`config.mk`:
```
export PLATFORM = sky130hd
export DESIGN_NAME = instruction_fetch
export DESIGN_NICKNAME = d
export VERILOG_FILES = /design/src/rtl/instruction_fetch_pkg.sv /design/src/rtl/instruction_fetch_skid_buffer.sv /design/src/rtl/instruction_fetch.sv
export SDC_FILE = /design/constraint.sdc
export NUM_CORES = 1
export LEC_CHECK = 0
export CELL_PAD_IN_SITES_DETAIL_PLACEMENT = 1
export CELL_PAD_IN_SITES_GLOBAL_PLACEMENT = 2
export CORE_MARGIN = 2
export CORE_UTILIZATION = 36
export DETAILED_ROUTE_END_ITERATION = 7
export PLACE_DENSITY = 0.85
export SYNTH_ARGS = -nofsm -noshare
export SYNTH_HDL_FRONTEND = slang
export SYNTH_HIERARCHICAL = 1
export SYNTH_SLANG_ARGS = --single-unit
```
`constraint.sdc`:
```
create_clock -name clk -period 4.5 [get_ports clk]
set_input_delay 0.675 -clock clk [delete_from_list [all_inputs] [get_ports clk]]
set_output_delay 0.675 -clock clk [all_outputs]
set_load 0.005 [all_outputs]
```
`src/rtl/instruction_fetch_pkg.sv`:
```
`default_nettype none
// ==========================================================================
// Module : instruction_fetch_pkg  -- shared types and constants for the IF stage
// Rev    : 1.0
// ==========================================================================
package instruction_fetch_pkg;

    localparam int unsigned XLEN = 32;

    typedef logic [XLEN-1:0] dataBus_t;

    typedef enum logic [1:0] {
        REQ  = 2'd0,
        WAIT = 2'd1,
        HOLD = 2'd2,
        DROP = 2'd3
    } fetchState_e;

    localparam dataBus_t C_NOP_INSTR = 32'h0000_0013;
    localparam dataBus_t C_RESET_PC  = 32'h0000_0000;

endpackage
`default_nettype wire

```
`src/rtl/instruction_fetch_skid_buffer.sv`:
```
`default_nettype none
// ==========================================================================
// Module : instruction_fetch_skid_buffer  -- 1-entry {inst, pc} holding slot
// Rev    : 1.0
// ==========================================================================
module instruction_fetch_skid_buffer
    import instruction_fetch_pkg::*;
#(
    parameter int unsigned DATA_WIDTH = XLEN
) (
    input  logic                  clk,
    input  logic                  rst_n,
    input  logic                  i_load,
    input  logic                  i_clear,
    input  logic [DATA_WIDTH-1:0] i_inst,
    input  logic [DATA_WIDTH-1:0] i_pc,
    output logic                  o_valid,
    output logic [DATA_WIDTH-1:0] o_inst,
    output logic [DATA_WIDTH-1:0] o_pc
);

    logic                  valid_q, valid_d;
    logic [DATA_WIDTH-1:0] inst_q, inst_d;
    logic [DATA_WIDTH-1:0] pc_q, pc_d;

    always_comb begin
        valid_d = valid_q;
        inst_d  = inst_q;
        pc_d    = pc_q;
        if (i_clear) begin
            valid_d = 1'b0;
        end else if (i_load) begin
            valid_d = 1'b1;
            inst_d  = i_inst;
            pc_d    = i_pc;
        end
    end

    always_ff @(posedge clk or negedge rst_n) begin
        if (!rst_n) begin
            valid_q <= 1'b0;
            inst_q  <= '0;
            pc_q    <= '0;
        end else begin
            valid_q <= valid_d;
            inst_q  <= inst_d;
            pc_q    <= pc_d;
        end
    end

    assign o_valid = valid_q;
    assign o_inst  = inst_q;
    assign o_pc    = pc_q;

endmodule
`default_nettype wire

```
`src/rtl/instruction_fetch.sv`:
```
`default_nettype none
// ==========================================================================
// Module : instruction_fetch  -- IF stage: PC, req/gnt/rvalid fetch, IF/ID reg
// Rev    : 1.0
// ==========================================================================
module instruction_fetch
    import instruction_fetch_pkg::*;
#(
    parameter int unsigned           DATA_WIDTH = XLEN,
    parameter logic [DATA_WIDTH-1:0] RESET_PC   = C_RESET_PC,
    parameter logic [DATA_WIDTH-1:0] NOP_INSTR  = C_NOP_INSTR
) (
    input  logic                  clk,
    input  logic                  rst_n,
    input  logic                  clk_en,
    input  logic                  i_stall,
    input  logic                  i_redirect,
    input  logic [DATA_WIDTH-1:0] i_redirect_pc,
    output logic                  o_imem_req,
    output logic [DATA_WIDTH-1:0] o_imem_addr,
    input  logic                  i_imem_gnt,
    input  logic                  i_imem_rvalid,
    input  logic [DATA_WIDTH-1:0] i_imem_rdata,
    output logic [DATA_WIDTH-1:0] o_if_inst,
    output logic [DATA_WIDTH-1:0] o_if_pc,
    output logic                  o_if_bubble
);

    localparam logic [DATA_WIDTH-1:0] C_INC = DATA_WIDTH'(4);

    fetchState_e           state_q, state_d;
    logic [DATA_WIDTH-1:0] pc_q, pc_d;
    logic [DATA_WIDTH-1:0] req_pc_q, req_pc_d;
    logic [DATA_WIDTH-1:0] if_inst_q, if_inst_d;
    logic [DATA_WIDTH-1:0] if_pc_q, if_pc_d;
    logic                  if_bubble_q, if_bubble_d;

    logic                  w_advance;
    logic                  w_back_to_back;
    logic [DATA_WIDTH-1:0] w_redirect_pc;
    logic [DATA_WIDTH-1:0] w_next_pc;
    logic                  w_skid_load;
    logic                  w_skid_clear;
    logic                  w_skid_valid;
    logic [DATA_WIDTH-1:0] w_skid_inst;
    logic [DATA_WIDTH-1:0] w_skid_pc;

    assign w_advance      = clk_en & ~i_stall;
    assign w_redirect_pc  = i_redirect_pc & ~DATA_WIDTH'(3);
    assign w_next_pc      = req_pc_q + C_INC;
    assign w_back_to_back = (state_q == WAIT) & i_imem_rvalid & w_advance & ~i_redirect;

    instruction_fetch_skid_buffer #(
        .DATA_WIDTH (DATA_WIDTH)
    ) u_skid (
        .clk     (clk),
        .rst_n   (rst_n),
        .i_load  (w_skid_load),
        .i_clear (w_skid_clear),
        .i_inst  (i_imem_rdata),
        .i_pc    (req_pc_q),
        .o_valid (w_skid_valid),
        .o_inst  (w_skid_inst),
        .o_pc    (w_skid_pc)
    );

    always_ff @(posedge clk or negedge rst_n) begin
        if (!rst_n) begin
            state_q     <= REQ;
            pc_q        <= RESET_PC;
            req_pc_q    <= RESET_PC;
            if_inst_q   <= NOP_INSTR;
            if_pc_q     <= '0;
            if_bubble_q <= 1'b1;
        end else begin
            state_q     <= state_d;
            pc_q        <= pc_d;
            req_pc_q    <= req_pc_d;
            if_inst_q   <= if_inst_d;
            if_pc_q     <= if_pc_d;
            if_bubble_q <= if_bubble_d;
        end
    end

    // A response consumed in DROP always returns to REQ, even alongside a new redirect
    always_comb begin
        state_d = state_q;
        unique case (state_q)
            REQ:  if (!i_redirect && i_imem_gnt) state_d = WAIT;
            WAIT: begin
                if (i_redirect)          state_d = i_imem_rvalid ? REQ : DROP;
                else if (i_imem_rvalid)  state_d = !w_advance ? HOLD : (i_imem_gnt ? WAIT : REQ);
            end
            HOLD: if (i_redirect || w_advance) state_d = REQ;
            DROP: if (i_imem_rvalid) state_d = REQ;
            default: state_d = REQ;
        endcase
    end

    always_comb begin
        o_imem_req   = 1'b0;
        o_imem_addr  = pc_q;
        pc_d         = pc_q;
        req_pc_d     = req_pc_q;
        w_skid_load  = 1'b0;
        w_skid_clear = 1'b0;

        unique case (state_q)
            REQ: begin
                // A redirect withdraws the ungranted request so no stale grant can occur
                o_imem_req = ~i_redirect;
                if (i_imem_gnt && !i_redirect) req_pc_d = pc_q;
            end
            WAIT: begin
                if (w_back_to_back) begin
                    o_imem_req  = 1'b1;
                    o_imem_addr = w_next_pc;
                    pc_d        = w_next_pc;
                    if (i_imem_gnt) req_pc_d = w_next_pc;
                end else if (i_imem_rvalid && !w_advance && !i_redirect) begin
                    w_skid_load = 1'b1;
                end
            end
            HOLD: begin
                if (w_advance) begin
                    pc_d         = w_skid_pc + C_INC;
                    w_skid_clear = 1'b1;
                end
            end
            default: ;
        endcase

        if (i_redirect) begin
            pc_d         = w_redirect_pc;
            w_skid_clear = 1'b1;
        end

        if_inst_d   = if_inst_q;
        if_pc_d     = if_pc_q;
        if_bubble_d = if_bubble_q;
        if (i_redirect || (w_advance && !w_back_to_back && !(state_q == HOLD && w_skid_valid))) begin
            if_inst_d   = NOP_INSTR;
            if_bubble_d = 1'b1;
        end else if (w_back_to_back) begin
            if_inst_d   = i_imem_rdata;
            if_pc_d     = req_pc_q;
            if_bubble_d = 1'b0;
        end else if (w_advance) begin
            if_inst_d   = w_skid_inst;
            if_pc_d     = w_skid_pc;
            if_bubble_d = 1'b0;
        end
    end

    assign o_if_inst   = if_inst_q;
    assign o_if_pc     = if_pc_q;
    assign o_if_bubble = if_bubble_q;

endmodule
`default_nettype wire
```
==> Word level (Yosys, flattened, before mapping) <==
Cells that the tools add are included.
{ "word_totals": {"n_memories": 0, "latchBits": 0, "ram_bits": 0, "register_bits": 196, "wordCells": 88, "mem_bits_ro": 0, "in_bits": 71} }
{ "classes": {"addsub": 2, "div_mod_pow": 0, "n_reduce_logical": 23, "n_eq_ne": 10, "bitwise": 8, "shifts": 0, "muxes": 36, "mul": 0, "magnitude_cmp": 0} }
{ "op_table": {"columns": ["operator", "count"], "rows": [
  ["32-bit 2-to-1 mux", 12],
  ["32-bit case mux with 2 select lines", 2],
  ["32-bit by 3-bit adder with 32-bit output (second input constant)", 2],
  ["2-bit 2-to-1 mux", 7],
  ["1-bit 2-to-1 mux", 13],
  ["2-bit inequality test (second input constant)", 5],
  ["2-bit case mux with 4 select lines", 1],
  ["4-bit AND reduction", 2],
  ["1-bit logical AND", 6],
  ["3-bit inequality test (second input constant)", 2],
  ["2-bit AND reduction", 3],
  ["2-bit nonzero test", 3],
  ["3-bit nonzero test", 2],
  ["1-bit AND", 4],
  ["2-bit equality test (second input constant)", 2],
  ["1-bit zero test", 4],
  ["1-bit inverter", 4],
  ["2-bit by 1-bit equality test with 1-bit output (second input constant)", 1],
  ["2-bit zero test", 1],
  ["1-bit logical OR", 2],
  ["1-bit case mux with 2 select lines", 1]
]} }

==> Depth between registers and ports, before layout <==
{ "logic_depth": {"ltp_word": 10, "ltp_mapped": 9, "mapped_depth_nobuf": 7} }

==> Cells and area by module <==
The synthesis kept the hierarchy.
{ "by_module_without_submodules": {"columns": ["module", "area_per_inst_um2", "seq_area_each_um2", "cells_each", "instances"], "rows": [
  ["instruction_fetch", 8031.5, 3283.1, 1018, 1],
  ["instruction_fetch_skid_buffer", 2733.9, 1626.6, 139, 1]
]} }

==> Worst setup path before layout <==
OpenSTA, ideal clock, no wires.
{ "synth_path": {"kind": "in2out", "startpoint": "input port i_redirect", "endpoint": "output port o_imem_req", "slack_ns": 1.398, "cell_stages": 7, "n_path_buf": 4, "t_arrival_ns": 2.427, "cell_sequence": "clkbuf_1 nor4bb_1 nand2_1 clkbuf_1 buf_2 buf_1 a21boi_0"} }
{ "synth_between": {"elab_chain_len": 4} }
{ "synth_rtl": {"columns": ["element", "line", "source"], "rows": [
  ["from (decl)", "instruction_fetch.sv:17", "input logic i_redirect,"],
  ["1-bit inverter (*)", "instruction_fetch.sv:51, instruction_fetch.sv:111", null],
  ["1-bit AND", "instruction_fetch.sv:51", "assign w_back_to_back = (state_q == WAIT) & i_imem_rvalid & w_advance & ~i_redirect;"],
  ["1-bit 2-to-1 mux", "instruction_fetch.sv:115", "if (w_back_to_back) begin"],
  ["1-bit case mux with 2 select lines (*)", "instruction_fetch.sv:108", "unique case (state_q)"],
  ["to (decl)", "instruction_fetch.sv:19", "output logic o_imem_req,"]
]} }
Mark *: on every way between the ends. The rest lies on a longest branch, timed or not.

==> Worst setup path in the final report <==
{ "layout_path": {"startpoint": "register req_pc_q[2]", "endpoint": "output port o_imem_addr[24]"} }
{ "layout_between": {"elab_chain_len": 3} }
{ "layout_rtl": {"columns": ["element", "line", "source"], "rows": [
  ["from (decl)", "instruction_fetch.sv:33", "logic [DATA_WIDTH-1:0] req_pc_q, req_pc_d;"],
  ["from (signal assigned)", "instruction_fetch.sv:78", "req_pc_q <= req_pc_d;"],
  ["32-bit by 3-bit adder with 32-bit output", "instruction_fetch.sv:50", "assign w_next_pc = req_pc_q + C_INC;"],
  ["32-bit 2-to-1 mux", "instruction_fetch.sv:115", null],
  ["32-bit 2-to-1 mux", "instruction_fetch.sv:108", null],
  ["to (decl)", "instruction_fetch.sv:20", "output logic [DATA_WIDTH-1:0] o_imem_addr,"]
]} }
No other way between the ends.

==> results.sh <==
export IMPL_cp_start_kind="flop"
export IMPL_setup_tns_ns=0
export IMPL_peakVddDrop_v=0.000289
export IMPL_syn_avg_cell_area_um2=9.30
export IMPL_io_pins=169
export IMPL_cts_resized_gates=0
export IMPL_wl_um=36500
export IMPL_vias=9408
export IMPL_finalCritPeriodShare_pct=93.1
export IMPL_clk_pin_slew_ns=0.08
export IMPL_path_buf_inv=1
export IMPL_rsz0062_at_grt="no"
export IMPL_p_leak_nw=5.34
export IMPL_ctsRootBufferMaster="clkbuf_16"
export IMPL_worst_ep_required_time_ns=3.83
export IMPL_antenna_found_initial=0
export IMPL_final_nets=1348
export IMPL_synth_edf_count=0
export IMPL_core_mm2=0.0296
export IMPL_arrival_ns=3.51
export IMPL_cts_hold_buf=0
export IMPL_finalNonFillerCells=1678
export IMPL_yosysWarnings=6
export IMPL_drc=0
export IMPL_final_common_cell="dfrtp_1"
export IMPL_multi_input_area_mm2=0.00541
export IMPL_cap_violations=0
export IMPL_holdWs_ns=0.306
export IMPL_dpl_cell_count=1646
export IMPL_vias_per_cell=5.61
export IMPL_critPathTopFamily="simple AND/OR/NAND/NOR gates"
export IMPL_num_antenna_cells=0
export IMPL_postRouteAntennaNets=0
export IMPL_cts_tree="built"
export IMPL_status="finished, final reports clean"
export IMPL_ys_seq_area_share_pct=45.6
export IMPL_grt_pass1_wl_um=58200
export IMPL_htreeDepth=4
export IMPL_p_sw_mw=2.67
export IMPL_clock_sinks=196
export IMPL_max_stage_delay_ns=0.66
export IMPL_layout_cells_most_common_list="dfrtp_1, clkdlybuf4s50_1, nand2_1, nor2_1, o21ai_0"
export IMPL_tightest_slew_ns=0.987
export IMPL_syn2layout_area_growth_pct=24.1
export IMPL_grt_pass1_vias=9949
export IMPL_setup_violations=0
export IMPL_power_density_mw_per_mm2=530
export IMPL_finalHoldViolCount=0
export IMPL_wl_per_cell_um=21.7
export IMPL_clock_path_buffers=2
export IMPL_first_iter_violations=563
export IMPL_slew_viol_final=0
export IMPL_syn_num_nets=1230
export IMPL_grt_start_max_net_pins=98
export IMPL_die_y_um=177
export IMPL_synth_cell_type_count=69
export IMPL_drive_gt1_share_pct=12.0
export IMPL_crit_path_cell_trace="ha_1, nand3_2, or4_4, or3_1, xor2_1, a21oi_1, clkdlybuf4s50_1"
export IMPL_seqCellArea_mm2=0.00491
export IMPL_core_rowCount=63
export IMPL_fillers=3338
export IMPL_fin_worst_skew_ns=0.0248
export IMPL_die_area_mm2=0.0313
export IMPL_synth_seq_cells=196
export IMPL_cp_end_kind="primary output"
export IMPL_die_w_um=177
export IMPL_synthArstFlopShare_pct=100
export IMPL_fmax_mhz=239
export IMPL_slowest_stage="or4_4"
export IMPL_synth_ff_type="dfrtp_1"
export IMPL_max_slew_margin_rel_pct=34.2
export IMPL_fin_crit_ns=4.19
export IMPL_seq_power_share_pct=44.3
export IMPL_place_hpwl_um=24200
export IMPL_gp_congestion=0.789
export IMPL_min_path_type="primary input to asynchronous set/reset pin"
export IMPL_p_clk_share_pct=22.8
export IMPL_grt_ovfl_total=0
export IMPL_grtUsageTotal_pct=24.1
export IMPL_cts_setup_buffers=0
export IMPL_cp_max_fo=8
export IMPL_netSwitchingFraction_pct=37.7
export IMPL_port_buffers=166
export IMPL_clk_latency_ns=0.46
export IMPL_rrSetupSlack_ns=1.74
export IMPL_tritoncts_num_buffers=17
export IMPL_netlist_area_mm2=0.0108
export IMPL_firstDrtPassIters=4
export IMPL_start_util_pct=36.4
export IMPL_critPathKind="flop to primary output"
export IMPL_synthCells=1157
export IMPL_internal_power_mw=4.41
export IMPL_combPwrFrac_pct=33.0
## layer usage
metal | global-route usage [%] | wire (um)
met5 | 0 | 0
met4 | 6.61 | 704
met3 | 3.46 | 1280
met2 | 41.0 | 18000
met1 | 32.0 | 16500
## path summary, 6_finish.rpt
path	from	cells past startpoint	endpoint
setup / recovery	req_pc_q[2]	7	o_imem_addr[24]
hold / removal	rst_n	1	u_skid/o_inst[29]
setup reg to reg	req_pc_q[2]	7	pc_q[26]
hold reg to reg	o_if_bubble	2	o_if_bubble
max in group asynchronous	rst_n	2	u_skid/o_inst[5]
min in group clk	o_if_bubble	2	o_if_bubble
## power by group through the flow
stage,clock network (mW),logic (mW),registers [mW]
3_3_place_gp,0,2.27,3.11
4_1_cts,1.66,2.36,3.12
5_1_grt,1.73,2.58,3.23
3_5_place_dp,0,2.33,3.15
2_1_floorplan,0,1.56,2.82
6_report,1.61,2.33,3.13
## flip-flops by register name, indices dropped and copies added (netlist names)
signal / count
o_if_inst: 32
u_skid/o_valid: 1
o_if_pc: 32
u_skid/o_inst: 32
pc_q: 32
state_q: 2
req_pc_q: 32
u_skid/o_pc: 32
o_if_bubble: 1
## cells by family after synthesis
family | after synthesis | share of synthesized area, %
buf+inv | 103 | 4.88
flops | 196 | 45.6
fa+ha+maj | 2 | 0.232
mux | 70 | 9.39
simple gates | 421 | 18.4
compound gates | 315 | 17.4
xor+xnor | 50 | 4.07
## layout make-up
class	count	area share, %
inverter	7	0.197
clock inverter	15	1.45
timing repair buffer	195	14.3
tap	390	3.65
clock buffer	17	3.18
sequential	196	36.7
multi-input combinational	858	40.5
## synth_stat cells, types with 21 or more instances
library cell,number,share of area [%]
xor2_1,22,1.8
nand3_1,29,1.3
o21ai_0,110,5.1
o22ai_1,21,1.2
or3_1,31,1.8
nor2_1,114,4.0
a31oi_1,38,2.2
a21oi_1,80,3.7
dfrtp_1,192,45
mux2_4,60,8.4
clkbuf_1,70,2.4
xnor2_1,28,2.3
nand2_1,159,5.5
## per-stage QoR
stage | worst slack, ns | total power [mW] | cell area (um2) | utilization (%)
floorplan | 1.40 | 4.38 | 10800 | -
global placement | 0.732 | 5.39 | 12700 | 43.1
detailed placement | 0.748 | 5.48 | 12700 | 43.1
CTS | 0.278 | 7.13 | 13400 | 45.2
global route | 0.103 | 7.53 | 13400 | 45.2
finish | 0.312 | 7.08 | 13400 | 45.2
Note: power is estimated with default switching activity, not from simulation.
